<file path="config.mk">
export PLATFORM = sky130hd
export DESIGN_NAME = simple_irq_cond
export DESIGN_NICKNAME = d
export VERILOG_FILES = /design/src/rtl/simple_irq_cond.sv
export SDC_FILE = /design/constraint.sdc
export NUM_CORES = 1
export LEC_CHECK = 0
export ABC_AREA = 1
export ABC_CLOCK_PERIOD_IN_PS = 2100
export CORE_ASPECT_RATIO = 1.4
export CORE_MARGIN = 5
export CORE_UTILIZATION = 28
export DETAILED_ROUTE_END_ITERATION = 10
export GPL_TIMING_DRIVEN = 0
export PLACE_DENSITY = 0.58
export SKIP_CTS_REPAIR_TIMING = 1
export SYNTH_ARGS = -nofsm -noshare
export SYNTH_HDL_FRONTEND = slang
export SYNTH_SLANG_ARGS = --single-unit
</file>
<file path="constraint.sdc">
create_clock -name clk_i -period 2.1 [get_ports clk_i]
set_clock_uncertainty 0.2 [all_clocks]
set_input_delay 0.42 -clock clk_i [delete_from_list [all_inputs] [get_ports clk_i]]
set_output_delay 0.42 -clock clk_i [all_outputs]
set_load 0.01 [all_outputs]
</file>
<file path="src/rtl/simple_irq_cond.sv">
// simple_irq_cond: per-line synchronise, polarity, glitch-filter and level/stretched-pulse
// conditioning of raw interrupt lines feeding the PIC irq inputs.
module simple_irq_cond #(
  parameter int NUM_IRQ = 32,
  parameter int SYNC_STAGES = 2,
  parameter logic [NUM_IRQ:1] POL_MASK = '0,
  parameter logic [NUM_IRQ:1] EDGE_MASK = '0,
  parameter int FILTER_CYCLES = 0,
  parameter int STRETCH_CYCLES = 4
) (
  input  logic               clk_i,
  input  logic               rst_i,
  input  logic [NUM_IRQ:1]   irq_raw_i,
  output logic [NUM_IRQ:1]   irq_o
);
  if (SYNC_STAGES < 2 || STRETCH_CYCLES < 1 || NUM_IRQ < 1) begin : g_bad
    $error("simple_irq_cond: illegal parameters");
  end
  for (genvar n = 1; n <= NUM_IRQ; n++) begin : g_line
    logic [SYNC_STAGES-1:0] sync;
    logic s, f, o;
    always_ff @(posedge clk_i)
      sync <= rst_i ? '0 : {sync[SYNC_STAGES-2:0], irq_raw_i[n] ^ POL_MASK[n]};
    assign s = sync[SYNC_STAGES-1];
    if (FILTER_CYCLES == 0) begin : g_nofilt
      assign f = s;
    end else begin : g_filt
      localparam int CW = $clog2(FILTER_CYCLES + 1);
      logic [CW-1:0] c;
      always_ff @(posedge clk_i) begin
        if (rst_i) begin
          f <= 1'b0;
          c <= '0;
        end else if (s == f) begin
          c <= '0;
        end else if (c == CW'(FILTER_CYCLES - 1)) begin
          f <= s;
          c <= '0;
        end else begin
          c <= c + CW'(1);
        end
      end
    end
    if (EDGE_MASK[n]) begin : g_edge
      localparam int KW = STRETCH_CYCLES > 1 ? $clog2(STRETCH_CYCLES) : 1;
      logic fd, rise;
      logic [KW-1:0] k;
      assign rise = f & ~fd;
      // A rise reloads the stretch counter, so back-to-back rises merge into one pulse.
      always_ff @(posedge clk_i) begin
        if (rst_i) begin
          fd <= 1'b0;
          k  <= '0;
          o  <= 1'b0;
        end else begin
          fd <= f;
          k  <= rise ? KW'(STRETCH_CYCLES - 1) : (k != '0 ? k - KW'(1) : k);
          o  <= rise | (k != '0);
        end
      end
    end else begin : g_level
      always_ff @(posedge clk_i) o <= rst_i ? 1'b0 : f;
    end
    assign irq_o[n] = o;
  end
endmodule

</file>
==> metrics list, run 1 <==
* Outcome: completed
- Largest net degree at the start of global routing: 17
* Initial antenna violation count: 0
* Clk sink count: 96
- Vias after detailed routing: 1,911
- Data on the critical path is required at its endpoint by 1.48 ns.
* Number of warnings reported in the yosys synthesis log: 0
* Met3 usage in global routing: 3.30%
* Final antenna diode count: 0
* Worst R2R Setup Slack: 1.38 ns
* Max-slew violation count: 0
* Fraction of synthesized area in multiplexers: 0%
- After synthesis, the largest family of logic cells by area is buffers and inverters.
- Fraction of layout instances using a drive strength above 1: 16.8%
- Dividing the detail-routed via count by the number of cells gives 3.46.
* GR Overflow Total: 0
* Endpoint of the worst-slack reg-to-reg timing path: g_line[1].o
* Shortest clock period the worst path allows after layout: 1.90 ns
- At the pin with the least slew margin, the transition time is 0.206 ns.
- The detail route stage leaves a number of antenna-violating nets equal to 0.
- Number of buffer and inverter instances along the worst setup path: 2
* Number of different library cells in the post-synthesis netlist: 8
* Net count of the mapped netlist: 365
- Pwr per Cell Area: 922 mW/mm2
- During placement, the flow inserted port buffers numbering 64.
- Full die area: 0.0131 mm2
- Counting the buffers created by CTS gives 9.
* Commonest non-fill, non-tap cells in the layout: sky130_fd_sc_hd__inv_1 (96), sky130_fd_sc_hd__dfxtp_1 (96), sky130_fd_sc_hd__nor2_1 (86)
- The average instance in the mapped netlist occupies 9.23 um2.
- Cell depth of the worst setup path: 2
- The path class of the tightest hold or removal check is reg2reg.
- Compared with the post-synthesis result, the final layout area differs by 37.2%.
- For this run, design rule violations remaining after detail routing come to 0.
- Max transition margin: 86.3%
* Leakage power total: 1.92 nW
- Final HPWL from detailed placement: 3.43 mm
* Capture point of the worst path: irq_o[4]
* CP Launch Point: g_line[4].o
* Synth Instances: 331
- Final period util: 90.4%
- Measured along the x axis, the die boundary spans 98.3 um.
* Buffer depth of the longest clock path: 2
- H-tree Lvls: 3
- Clock-pin slew was measured on the worst setup and hold paths at 0.06 ns.
- Hold path cells: 2
* Per-cell routed wire length: 8.55 um
* Starting density of the core: 28.4%
- Met1 routing resource usage after global routing: 7.51%
* Filler Cell Count: 1,079
- Most area-consuming cells after synthesis: sky130_fd_sc_hd__dfxtp_1 (63%), sky130_fd_sc_hd__inv_1 (12%), sky130_fd_sc_hd__nor2_1 (11%)
* Hold Violations, Final: 0
* Compound-gate portion of the synthesized area: 0%
- The first global-routing pass estimated 7.97 mm of wire.
- Broken down by cell family, the worst path's largest delay share belongs to buffers and inverters.
- Vertical extent of the die: 134 um
- For this run, the post-layout net count is 440.
* Worst ir drop on vdd: 0.359 mV
* Reg-to-reg startpoint: g_line[1].sync[1]
* Maximum fanout along the worst path: 1
- Crit end category: primary output
* Core box area: 0.0108 mm2
- Unrepaired setup endpoints after global routing: no
- On the worst path, the slowest cell contributes a delay of 0.52 ns.
- Clock latency on the worst-skew pair, taken at its later pin, is 0.34 ns.
- The first routing iteration left 25 violations.
- CTS tree: built
- The mapped netlist covers 0.00305 mm2.
* Finished Core Util: 39.0%
- In the final timing run, aggregate negative setup slack is 0 ns.
- RePlAce Congestion: 0.671
* Number of detailed-route iterations in the first pass: 4
- Signal arrival time at the worst endpoint: 1.28 ns
* Leading area contributor after synthesis: sky130_fd_sc_hd__dfxtp_1
- Hold is met by 0.199 ns.
- Area share of xor/xnor cells in the synthesized design: 0%
- On the critical path, the stage with the largest delay is an instance of sky130_fd_sc_hd__clkdlybuf4s50_1.
- Total wirelength of the detailed-routed design: 4.72 mm
- Setup violations remaining at the end of the flow were counted as 0.
- The synthesized design devotes to its leading area cell type 62.9% of total area.
- Critical path, cell by cell: buf_4 -> clkdlybuf4s50_1
- The worst setup path is launched from a flop.
- By startpoint and endpoint, the worst setup path is classified as reg2out.
* Synth Area in Adders: 0%
- After global routing, the most crowded layer is met2.
- For this run, the total global-route usage over all layers was measured as 7.94%.
- Of the synthesized area, sequential elements account for 62.9%.
- Number of cells on the worst reg-to-reg path: 2
- Total of flip-flops plus latches after synthesis: 96
- The tool flagged a number of max-cap violations equal to 0.
* Max frequency: 0.527 GHz
- Number of top-level design ports: 66
* Site Rows: 45
* Share of synthesized cell area in and, or, nand and nor gates: 14.3%
- For this run, global-route usage on met2 was measured as 13.8%.
* Total power consumption of the routed design: 0.00386 W
- The tree is rooted in a sky130_fd_sc_hd__clkbuf_16.
- The via count of the first global-routing pass is 1,884.
## tightest hold or removal path, stage by stage, from the launching register on
cell	delay [ns]
sky130_fd_sc_hd__dfxtp_1	0.30
sky130_fd_sc_hd__inv_1	0.04
sky130_fd_sc_hd__nor2_1	0.03
## worst min-delay path by stage
stage                                  start           end
final                      g_line[9].sync[1]   g_line[9].o
after global placement    g_line[28].sync[1]  g_line[28].o
after CTS                  g_line[5].sync[1]   g_line[5].o
after global routing       g_line[5].sync[1]   g_line[5].o
after floorplan           g_line[10].sync[1]  g_line[10].o
after detailed placement   g_line[5].sync[1]   g_line[5].o
## metrics by stage
stage	instance area, um2	cells	setup slack (ns)
after CTS	4190	552	0.169
after global placement	3870	536	0.552
final	4190	552	0.202
after floorplan	3050	331	0.917
after detailed placement	3870	536	0.552
after global routing	4190	552	0.143
## cell families (layout without fill, tap and decap cells)
family	Yosys count	count (layout)
buffers and inverters	139	219
flip-flops	96	96
AND/OR/NAND/NOR	96	96
## flip-flops by register name, indices dropped and copies added (netlist names)
name and flops:
g_line.o 32, g_line.sync 64
## layer usage
metal	vias up	share of wire (%)
met4	0	3.1
li1	1014	-
met5	-	0
met1	838	38
met3	13	6.3
met2	46	52
## synthesized netlist by cell type
library cell,count
sky130_fd_sc_hd__buf_2,5
sky130_fd_sc_hd__inv_1,96
sky130_fd_sc_hd__buf_8,1
sky130_fd_sc_hd__nor2_1,86
sky130_fd_sc_hd__nor2_4,10
sky130_fd_sc_hd__buf_4,32
sky130_fd_sc_hd__dfxtp_1,96
sky130_fd_sc_hd__buf_6,5
## cell type report
cell class	instances	area, um2	share of cell area, %
sequential	96	1920	45.9
timing repair buffer	64	641	15.3
tap	141	176	4.21
clock buffer	9	225	5.37
inverter	96	360	8.60
clock inverter	7	93.8	2.24
multi-input combinational	96	435	10.4
buffer	43	337	8.03
## report_power, final
part | switching (W) | leakage (nW) | internal, W | total, W
clock network | 0.000666 | 0.152 | 0.00104 | 0.00171
logic | 0.000102 | 0.976 | 0.000141 | 0.000244
registers | 0.0000174 | 0.790 | 0.00189 | 0.00191
Note: power is estimated with default switching activity, not from simulation.
==> run 2, diff against run 1 <==
Settings changed: ABC_CLOCK_PERIOD_IN_PS 2100 to default.
==> results of run 2 <==
No change in the layout: final DEF, timing and power equal those of run 1.
